**src/rtl/multi_timer.sv**
```systemverilog
// Multi-channel programmable interval timer: CH independent down-the-line interval
// channels, one-shot or periodic, all paced by one shared clock prescaler.
module multi_timer #(
  parameter int unsigned CH    = 4,
  parameter int unsigned WIDTH = 16,
  parameter int unsigned PRE_W = 8
) (
  input  logic                  clk,
  input  logic                  rst,
  input  logic [PRE_W-1:0]      prescale,
  input  logic [CH-1:0]         start,
  input  logic [CH-1:0]         stop,
  input  logic [CH-1:0]         periodic,
  input  logic [CH*WIDTH-1:0]   setcount,
  output logic [CH-1:0]         timeout,
  output logic [CH-1:0]         busy,
  output logic [CH*WIDTH-1:0]   count
);

  typedef enum logic {
    IDLE = 1'b0,
    RUN  = 1'b1
  } state_t;

  logic [PRE_W-1:0] pre_cnt;
  logic             tick;

  assign tick = (pre_cnt == prescale);

  // Shared prescaler; parked at 0 whenever every channel is idle so a fresh start is phase-aligned.
  always_ff @(posedge clk or negedge rst) begin
    if (!rst) begin
      pre_cnt <= '0;
    end else if (!(|busy)) begin
      pre_cnt <= '0;
    end else if (tick) begin
      pre_cnt <= '0;
    end else begin
      pre_cnt <= pre_cnt + PRE_W'(1);
    end
  end

  for (genvar g = 0; g < CH; g++) begin : g_ch
    state_t           state_q;
    state_t           state_d;
    logic [WIDTH-1:0] cnt_q;
    logic [WIDTH-1:0] cnt_d;
    logic [WIDTH-1:0] period_q;
    logic [WIDTH-1:0] period_d;
    logic             mode_q;
    logic             mode_d;
    logic             to_q;
    logic             to_d;
    logic             term;

    // Terminal tick: the interval's last tick lands this cycle.
    assign term = tick && (cnt_q == period_q);

    always_ff @(posedge clk or negedge rst) begin
      if (!rst) begin
        state_q <= IDLE;
      end else begin
        state_q <= state_d;
      end
    end

    // Next state; stop beats start beats tick.
    always_comb begin
      state_d = state_q;
      case (state_q)
        IDLE: begin
          if (!stop[g] && start[g]) begin
            state_d = RUN;
          end
        end
        RUN: begin
          if (stop[g]) begin
            state_d = IDLE;
          end else if (start[g]) begin
            state_d = RUN;
          end else if (term && !mode_q) begin
            state_d = IDLE;
          end
        end
        default: state_d = IDLE;
      endcase
    end

    // Count, latched configuration and timeout pulse.
    always_comb begin
      cnt_d    = cnt_q;
      period_d = period_q;
      mode_d   = mode_q;
      to_d     = 1'b0;
      case (state_q)
        IDLE: begin
          if (!stop[g] && start[g]) begin
            period_d = setcount[g*WIDTH +: WIDTH];
            mode_d   = periodic[g];
            cnt_d    = '0;
          end
        end
        RUN: begin
          if (stop[g]) begin
            cnt_d = '0;
          end else if (start[g]) begin
            period_d = setcount[g*WIDTH +: WIDTH];
            mode_d   = periodic[g];
            cnt_d    = '0;
          end else if (term) begin
            to_d  = 1'b1;
            cnt_d = '0;
          end else if (tick) begin
            cnt_d = cnt_q + WIDTH'(1);
          end
        end
        default: begin
          cnt_d = '0;
        end
      endcase
    end

    always_ff @(posedge clk or negedge rst) begin
      if (!rst) begin
        cnt_q    <= '0;
        period_q <= '0;
        mode_q   <= 1'b0;
        to_q     <= 1'b0;
      end else begin
        cnt_q    <= cnt_d;
        period_q <= period_d;
        mode_q   <= mode_d;
        to_q     <= to_d;
      end
    end

    assign busy[g]                  = (state_q == RUN);
    assign timeout[g]               = to_q;
    assign count[g*WIDTH +: WIDTH]  = cnt_q;
  end

endmodule

```
**config.mk**
```make
export PLATFORM = sky130hd
export DESIGN_NAME = multi_timer
export DESIGN_NICKNAME = d
export VERILOG_FILES = /design/src/rtl/multi_timer.sv
export SDC_FILE = /design/constraint.sdc
export NUM_CORES = 1
export LEC_CHECK = 0
export BUFFER_PORTS_ARGS = -buffer_cell sky130_fd_sc_hd__buf_2
export CORE_UTILIZATION = 51
export CTS_BUF_LIST = sky130_fd_sc_hd__clkbuf_2 sky130_fd_sc_hd__clkbuf_4 sky130_fd_sc_hd__clkbuf_8
export CTS_CLUSTER_DIAMETER = 80
export DETAILED_ROUTE_END_ITERATION = 7
export GPL_ROUTABILITY_DRIVEN = 0
export HOLD_SLACK_MARGIN = 0.05
export MAX_ROUTING_LAYER = met4
export PLACE_DENSITY = 0.76
export SETUP_SLACK_MARGIN = 0.2
export SKIP_CTS_REPAIR_TIMING = 1
export SYNTH_ARGS = -nofsm -noshare
export SYNTH_HDL_FRONTEND = slang
export SYNTH_SLANG_ARGS = --single-unit
export TNS_END_PERCENT = 30
```
**constraint.sdc**
```tcl
create_clock -name clk -period 3 [get_ports clk]
set_input_delay 0.75 -clock clk [delete_from_list [all_inputs] [get_ports clk]]
set_output_delay 0.75 -clock clk [all_outputs]
set_load 0.1 [all_outputs]
```
Word-level counts from Yosys, hierarchy flattened
Cells that the tools add are included.
{ "word_totals": {"regBits": 148, "out_inout_bits": 72, "elab_cells": 174} }
{ "op_classes": {"muxes": 94, "addsub": 5, "n_reduce_logical": 29, "bitwise_logic": 4, "n_eq_ne": 21} }
{ "op_table": {"columns": ["op", "n"], "rows": [
  ["$mux 16", 32],
  ["$pmux 16 s2", 8],
  ["$add 16x1->16 const B", 4],
  ["$eq 16x16->1", 4],
  ["$mux 1", 44],
  ["$ne 2x2->1 const B", 12],
  ["$ne 5x4->1 const B", 4],
  ["$mux 8", 2],
  ["$pmux 1 s2", 8],
  ["$logic_and 1x1->1", 12],
  ["$reduce_and 3->1", 4],
  ["$add 8x1->8 const B", 1],
  ["$eq 8x8->1", 1],
  ["$logic_not 1->1", 8],
  ["$reduce_and 2->1", 4],
  ["$not 1->1", 4],
  ["$reduce_or 4->1", 1]
]} }

Longest topological paths before layout
Gate-level depths: netlist (run 1).
{ "logic_depth": {"word_depth": 7, "ltp_mapped": 8, "ltp_nobuf": 7} }

Worst setup path after synthesis (run 1)
Ideal clock, no wire load.
{ "synth_path": {"kind": "register to register", "startpoint": "register g_ch[3].cnt_q[5]", "endpoint": "register g_ch[3].cnt_q[11]", "required_ps": 2821, "synth_period_minus_slack_ps": 2762, "n_path_buf": 2, "slack_ps": 238, "arrival_time_ps": 2583, "path_stages_with_launch": 9, "setup_ps": 179, "path_cell_list": "dfrtp_1 > clkbuf_1 > xnor2_1 > nand4_1 > nor4_1 > a21oi_1 > clkbuf_1 > nand3_1 > o311ai_0"} }
{ "synth_via": {"elab_chain_len": 6, "elab_cells_between_ends": 10, "cone_classes": "add/sub (1); eq/ne (2); mux (5); reduce/logical (2)"} }
{ "synth_rtl": {"columns": ["element", "line", "rtl"], "rows": [
  ["start, declared", "46", "logic [WIDTH-1:0] cnt_q;"],
  ["start signal, assigned", "130", "cnt_q <= cnt_d;"],
  ["$add 16x1->16 or $eq 16x16->1 (tied branches)", "114, 57", null],
  ["$mux 16 or $logic_and 1x1->1 (tied branches)", "113, 57", null],
  ["$mux 16", "110", "end else if (term) begin"],
  ["$mux 16", "106", "end else if (start[g]) begin"],
  ["$mux 16", "104", "if (stop[g]) begin"],
  ["$pmux 16 s2", "95", "case (state_q)"]
]} }
Several ways; a longest one is shown, not always the timed one. The select of a mux whose other input is x is not followed.
A chain may end at the register's enable or synchronous reset.

Final worst setup path (run 1)
{ "layout_path": {"startpoint": "register pre_cnt[2]", "endpoint": "register g_ch[3].cnt_q[15]"} }
{ "layout_via": {"elab_chain_len": 6, "elab_cells_between_ends": 8, "cone_classes": "eq/ne (2); mux (4); reduce/logical (2)"} }
{ "layout_rtl": {"columns": ["element", "line", "rtl"], "rows": [
  ["start, declared", "25", "logic [PRE_W-1:0] pre_cnt;"],
  ["start signal, assigned", "39", "pre_cnt <= pre_cnt + PRE_W'(1);"],
  ["$eq 8x8->1 *", "28", "assign tick = (pre_cnt == prescale);"],
  ["$logic_and 1x1->1", "57", "assign term = tick && (cnt_q == period_q);"],
  ["$mux 16", "110", null],
  ["$mux 16", "106", null],
  ["$mux 16", "104", null],
  ["$pmux 16 s2", "95", null]
]} }
Mark *: on every way between the ends. The rest lies on a longest branch, timed or not.

==> results_dict.tcl, run 1 <==
set metrics [dict create \
    cp.required_ps 3390 \
    num-nets-final 966 \
    maxCapViolCount 0 \
    syn_nets 805 \
    critical_path.top_delay_family "simple AND/OR/NAND/NOR gates" \
    path_buf_inv 0 \
    fill_cells 1257 \
    hp-class "primary input to async pin" \
    die_w_um 123.5 \
    grt_pass1_vias 5540 \
    tns_ps 0 \
    r2r-end "g_ch[3].cnt_q[15]" \
    viasPerCell 5.477 \
    coreArea_um2 14480 \
    clk_pin_slew_ps 80 \
    clk_latency_ps 450 \
    globalRouteOverflowTotal 0 \
    fmaxAchievable_ghz 0.4230 \
    critical_path_arrival_ps 2750 \
    yosys.area_share.simple 0.1791 \
    r2r-start "pre_cnt[2]" \
    drive_gt1_frac 0.3258 \
    status "finished, final reports clean" \
    cp-end-kind "flop" \
    portBuffers 157 \
    slew_headroom 0.2024 \
    tritoncts "yes" \
    ys_warn_count 0 \
    htreeDepth 4 \
    seq_area_frac_synth 0.4922 \
    power_density_nw_per_um2 521.7 \
    finalSetupViolCount 0 \
    grt_max_degree 56 \
    synth-xor-area-share 0.1141 \
    fin_total_pwr_w 0.004688 \
    grt_pass1_wl_mm 27.32 \
    drt_iter0_markers 376 \
    ff2ff_path_depth 6 \
    initial_core_util 0.5197 \
    synthAdderAreaFrac 0.008314 \
    ir_drop_uv 305.2 \
    wirelength_mm 16.92 \
    start_kind "flop" \
    layout_commonest_cell "buf_2" \
    synthMuxAreaShare 0.1018 \
    dp_hpwl_mm 12.37 \
    die_h_um 123.5 \
    crit_chain "xor2_1 > nor4_4 > nand2_2 > or3_4 > or4_1 > nand3_1" \
    diodes 0 \
    final_cell_mix "buf_2 (156), dfrtp_1 (148), xnor2_1 (83)" \
    syn_area_per_cell_um2 10.54 \
    synth_edf_count 0 \
    antenna_found_initial 0 \
    num_io_pins 158 \
    path_max_fanout 15 \
    crit_path_max_incr_delay_ps 510 \
    worst_pin_slew_ps 1196 \
    cts_buffers 17 \
    synthArstFlopShare 1.000 \
    syn_area_um2 7525 \
    num_vias 5866 \
    synth-compound-area-share 0.07483 \
    period_share 0.7881 \
    clock_sinks 148 \
    leakagePower_nw 3.927 \
    final.setup_skew_ps 8.320 \
    place_ws_ps 180.8 \
    yosys_most_used_dff "dfrtp_1" \
    track_usage 0.2396 \
    clk_path_buf_depth 2 \
    worstSetupPathDepth 6 \
    die_area_um2 15240 \
    drc 0 \
    synth_cell_types 51 \
    synth_top_family_by_area "simple AND/OR/NAND/NOR gates" \
    root_buffer "clkbuf_8" \
    wl_per_cell_um 15.80 \
    hold_viol 0 \
    ant_nets 0 \
    synthCells 714 \
    rows 44 \
    dr.pass1.iters 7 \
    fin_ws_ps 635.7 \
    min_period_ps 2364 \
    critPathKind "flop to flop" \
    rrSetupSlack_ps 640 \
    ys_ff_latch 148 \
    area_growth_pct 19.40 \
    critPathSlowestCell "or4_1" \
    grt_setup_unrepaired "no" \
    slew_viol_final 0 \
]
power breakdown:
| part | internal, W | switching, W | leakage [nW] |
|---|---|---|---|
| sequential | 0.00217 | 0.000157 | 1.90 |
| clock | 0.000958 | 0.000731 | 0.218 |
| combinational | 0.000341 | 0.000331 | 1.81 |
| total | 0.00347 | 0.00122 | 3.93 |
cell families (layout without fill, tap and decap cells):
family / after synthesis / in the layout
flops: 148 / 148
fa+ha+maj: 5 / 5
xor+xnor: 98 / 98
compound gates: 92 / 92
mux: 68 / 68
buf+inv: 50 / 223
simple gates: 253 / 253
area by class of cell:
| type | count | area [µm²] | area share |
|---|---|---|---|
| flip-flops and latches | 148 | 3704 | 0.4122 |
| well taps | 184 | 230.2 | 0.02562 |
| inverters | 14 | 52.55 | 0.005849 |
| clock buffers | 21 | 276.5 | 0.03078 |
| multi-input cells | 516 | 3605 | 0.4012 |
| repair buffers | 178 | 962.2 | 0.1071 |
| clock inverters | 10 | 155.1 | 0.01727 |
cell usage after synthesis, types with 6 or more instances:
cell type | number | area, µm²
and3_1 | 13 | 81.33
inv_1 | 14 | 52.55
xor2_1 | 15 | 131.4
o21ai_0 | 34 | 170.2
clkbuf_1 | 20 | 75.07
dfrtp_1 | 148 | 3704
xnor2_1 | 83 | 727.0
nand4_1 | 28 | 175.2
buf_4 | 8 | 60.06
nor2b_1 | 6 | 37.54
nand3_1 | 38 | 190.2
a21oi_1 | 21 | 105.1
nor2_1 | 47 | 176.4
o211ai_1 | 7 | 52.55
nor3_1 | 12 | 60.06
nand2b_1 | 6 | 37.54
a211oi_1 | 7 | 52.55
mux2_2 | 68 | 765.7
nand2_1 | 49 | 183.9
or3_1 | 23 | 143.9
stage by stage:
stage,utilization,hold slack (ps),std cells,instance area (µm²)
final,0.6206,255.9,1071,8985
after global routing,0.6206,274.3,1071,8985
after CTS,0.6200,253.5,1071,8977
after detailed placement,0.5902,494.5,1040,8546
after global placement,0.5902,488.8,1040,8546
after floorplan,-,454.4,714,7525
registers in the layout (all words and copies together) (netlist names):
signal	count
pre_cnt	8
g_ch.cnt_q	64
g_ch.mode_q	4
g_ch.period_q	64
g_ch.state_q	4
g_ch.to_q	4
routing by layer:
layer  global-route usage  part of all wire
met3              0.04659             0.046
met2               0.3827              0.49
met5                    -                 0
met1               0.3082              0.45
met4              0.07455             0.011
how the worst max path moves through the flow:
| stage | end | from | slack, ps |
|---|---|---|---|
| 2_1_floorplan | g_ch[3].cnt_q[11] | g_ch[3].cnt_q[5] | 240 |
| 3_3_place_gp | g_ch[3].cnt_q[15] | prescale[3] | 210 |
| 3_5_place_dp | g_ch[3].cnt_q[15] | prescale[3] | 180 |
| 4_1_cts | g_ch[3].cnt_q[15] | pre_cnt[3] | 580 |
| 5_1_grt | g_ch[0].cnt_q[11] | pre_cnt[3] | 460 |
| 6_report | g_ch[3].cnt_q[15] | pre_cnt[2] | 640 |
(Power assumes the default switching activity.)
==> inputs of run 2 (changes only) <==
--- a/config.mk
+++ b/config.mk
@@ -5,6 +5,7 @@
 export SDC_FILE = /design/constraint.sdc
 export NUM_CORES = 1
 export LEC_CHECK = 0
+export ABC_AREA = 1
 export BUFFER_PORTS_ARGS = -buffer_cell sky130_fd_sc_hd__buf_2
 export CORE_UTILIZATION = 51
 export CTS_BUF_LIST = sky130_fd_sc_hd__clkbuf_2 sky130_fd_sc_hd__clkbuf_4 sky130_fd_sc_hd__clkbuf_8
@@ -13,7 +14,7 @@
 export GPL_ROUTABILITY_DRIVEN = 0
 export HOLD_SLACK_MARGIN = 0.05
 export MAX_ROUTING_LAYER = met4
-export PLACE_DENSITY = 0.76
+export PLACE_DENSITY = 0.75
 export SETUP_SLACK_MARGIN = 0.2
 export SKIP_CTS_REPAIR_TIMING = 1
 export SYNTH_ARGS = -nofsm -noshare
==> constraint.sdc (replaced) <==
create_clock -name clk -period 2.3 [get_ports clk]
set_input_delay 0.575 -clock clk [delete_from_list [all_inputs] [get_ports clk]]
set_output_delay 0.575 -clock clk [all_outputs]
set_load 0.1 [all_outputs]
==> run 2 against run 1 <==
Die area increased by 12%. Sequential power increased by 29%. Non-clock buffer count decreased by 10. Core utilization decreased by 0.25 points. Synthesized area increased by 12%. Hold slack got worse by 180 ps. Final area increased by 10%. Clock power increased by 31%. Clock skew increased by 11 ps. Critical path type is now flop to output pin. Largest cell class is now multi-input gates. Largest power group unchanged.
==> results_dict.tcl, run 2 <==
set metrics [dict create \
    status "finished, final reports clean" \
    synth_edf_count 0 \
    final.setup_skew_ps 18.83 \
    rows 46 \
    ff2ff_path_depth 9 \
    clkPwrFrac 0.351 \
    yosysMostFrequentCell "nand2_1" \
    yosys_most_used_dff "dfrtp_1" \
    top_layer_used "met4" \
    wl_per_cell_um 12.81 \
    ys_ff_latch 148 \
    path_buf_inv 1 \
    viasPerCell 4.937 \
    yosys.area.top_type "dfrtp_1" \
    r2r-start "pre_cnt[3]" \
    fin_ws_ps 273.5 \
    wirelength_mm 19.02 \
    grt_pass1_vias 6667 \
    slew_headroom 0.6430 \
    syn_area_um2 8426 \
    clk_path_buf_depth 2 \
    dp_hpwl_mm 14.10 \
    layout_commonest_cell "nand2_1" \
    power_density_nw_per_um2 638.3 \
    globalRouteOverflowTotal 0 \
    wl_met2_mm 8.944 \
    finalSetupViolCount 0 \
    num_io_pins 158 \
    synthArstFlopShare 1.000 \
    sequentialPowerShare 0.475 \
    critPathSlowestCell "dfrtp_1" \
    top_regs "g_ch.cnt_q: 64 flops, g_ch.period_q: 64 flops, pre_cnt: 8 flops" \
    intPower_w 0.004444 \
    worst_pin_slew_ps 535.4 \
    syn_area_per_cell_um2 7.709 \
    die_area_um2 17040 \
    min_period_ps 2027 \
    tns_ps 0 \
    slew_viol_final 0 \
    coreArea_um2 16000 \
    cts_buffers 17 \
    cp-end-kind "output pin" \
    maxCapViolCount 0 \
    tritoncts "yes" \
    yosys.area.top_type_share 0.4396 \
    critPathKind "flop to output pin" \
    clk_latency_ps 460 \
    die_w_um 130.5 \
    fmaxAchievable_ghz 0.4935 \
    critical_path.top_delay_family "flip-flops" \
    ir_drop_uv 417.0 \
    p_comb_frac 0.174 \
    yosys-top-cells-count "nand2_1 (304), inv_1 (153), dfrtp_1 (148)" \
    swShare 0.2959 \
    path_max_fanout 6 \
    place_ws_ps 242.0 \
    synth_cell_types 42 \
    cp.required_ps 1730 \
    place_inst 1452 \
    area_growth_pct 17.36 \
    grt_setup_unrepaired "yes" \
    rrSetupSlack_ps 470 \
    num-nets-final 1346 \
    die_h_um 130.5 \
    grt_max_degree 54 \
    crit_path_max_incr_delay_ps 510 \
    portBuffers 157 \
    root_buffer "clkbuf_8" \
    critical_path_arrival_ps 1450 \
    syn_nets 1184 \
    drt_iter0_markers 289 \
    synthCells 1093 \
    crit_chain "buf_2" \
    dr.pass1.iters 4 \
    drive_gt1_frac 0.2484 \
    period_share 0.8811 \
    clock_sinks 148 \
    initial_core_util 0.5266 \
    netSwitchingPower_w 0.001868 \
    seq_area_frac_synth 0.4396 \
    hold_viol 0 \
    clk_pin_slew_ps 80 \
    wl_met3_mm 1.079 \
    synth.area.top_cells "dfrtp_1 (44%), nand2_1 (14%), inv_1 (6.8%), nor2_1 (5.9%), mux2_2 (4.7%)" \
    track_usage 0.2420 \
    final_cell_mix "nand2_1 (304), buf_2 (156), inv_1 (153)" \
    met1_length_mm 8.751 \
    grt_pass1_wl_mm 31.01 \
    antenna_found_initial 1 \
    hp-class "primary input to async pin" \
    start_kind "flop" \
    htreeDepth 4 \
    ant_nets 0 \
    drc 0 \
    leakagePower_nw 5.020 \
    num_vias 7331 \
    r2r-end "g_ch[3].cnt_q[0]" \
    ys_warn_count 0 \
    finalNonFillerCells 1485 \
]
## run 2: cell count changes after synthesis, moves of 8 or more
cell      delta
nand2_1    +255
nand3_1     +12
nor3_1      +12
nand2_2     +12
and3_1      -13
mux2_2      -33
xnor2_1     -53
clkbuf_1    -13
o21ai_1     +19
nor2_1      +86
nand4_1      -8
or3_1       -23
inv_2       +12
inv_1      +139
## run 2: metrics by stage
stage / utilization / hold slack, ps / instance area (µm²) / total power, W
floorplan: - / 279.4 / 8448 / 0.003852
global placement: 0.5905 / 477.6 / 9448 / 0.004125
detailed placement: 0.5905 / 468.8 / 9448 / 0.004159
CTS: 0.6177 / 74.88 / 9883 / 0.006389
global route: 0.6180 / 88.93 / 9888 / 0.006647
finish: 0.6180 / 72.85 / 9888 / 0.006311
## run 2: worst max-delay path by stage
stage / start / endpoint / cells after the start
CTS: g_ch[1].state_q / busy[1] / 1
global placement: prescale[3] / g_ch[3].cnt_q[0] / 10
finish: g_ch[1].state_q / busy[1] / 1
global route: g_ch[1].state_q / busy[1] / 1
detailed placement: prescale[3] / g_ch[3].cnt_q[0] / 10
floorplan: g_ch[3].cnt_q[2] / g_ch[3].cnt_q[11] / 9
## run 2: kinds of logic after synthesis
family	count (synthesis)	synth area share
simple gates	576	0.3046
xor+xnor	44	0.04574
compound gates	92	0.06029
mux	35	0.04678
flops	148	0.4396
buf+inv	193	0.09563
fa+ha+maj	5	0.007425
## run 2: cell type report
class	instances	area (µm²)
multi-input cells	752	3919
repair buffers	168	899.6
fillers	1476	6112
diodes	1	2.502
inverters	168	635.6
clock inverters	11	146.4
flip-flops and latches	148	3726
well taps	216	270.3
clock buffers	21	289.0
## run 2: metal layers
layer  vias up  GRT usage
met5         -          -
met2       203     0.3828
met4         0    0.07437
met1      3377     0.3105
met3        27    0.05334
li1       3724          -
## run 2: power groups by stage
stage | sequential [W] | combinational (W) | clock (W)
6_report | 0.00300 | 0.00110 | 0.00221
5_1_grt | 0.00303 | 0.00125 | 0.00237
4_1_cts | 0.00300 | 0.00111 | 0.00228
3_5_place_dp | 0.00305 | 0.00111 | 0
3_3_place_gp | 0.00304 | 0.00108 | 0
2_1_floorplan | 0.00306 | 0.000794 | 0
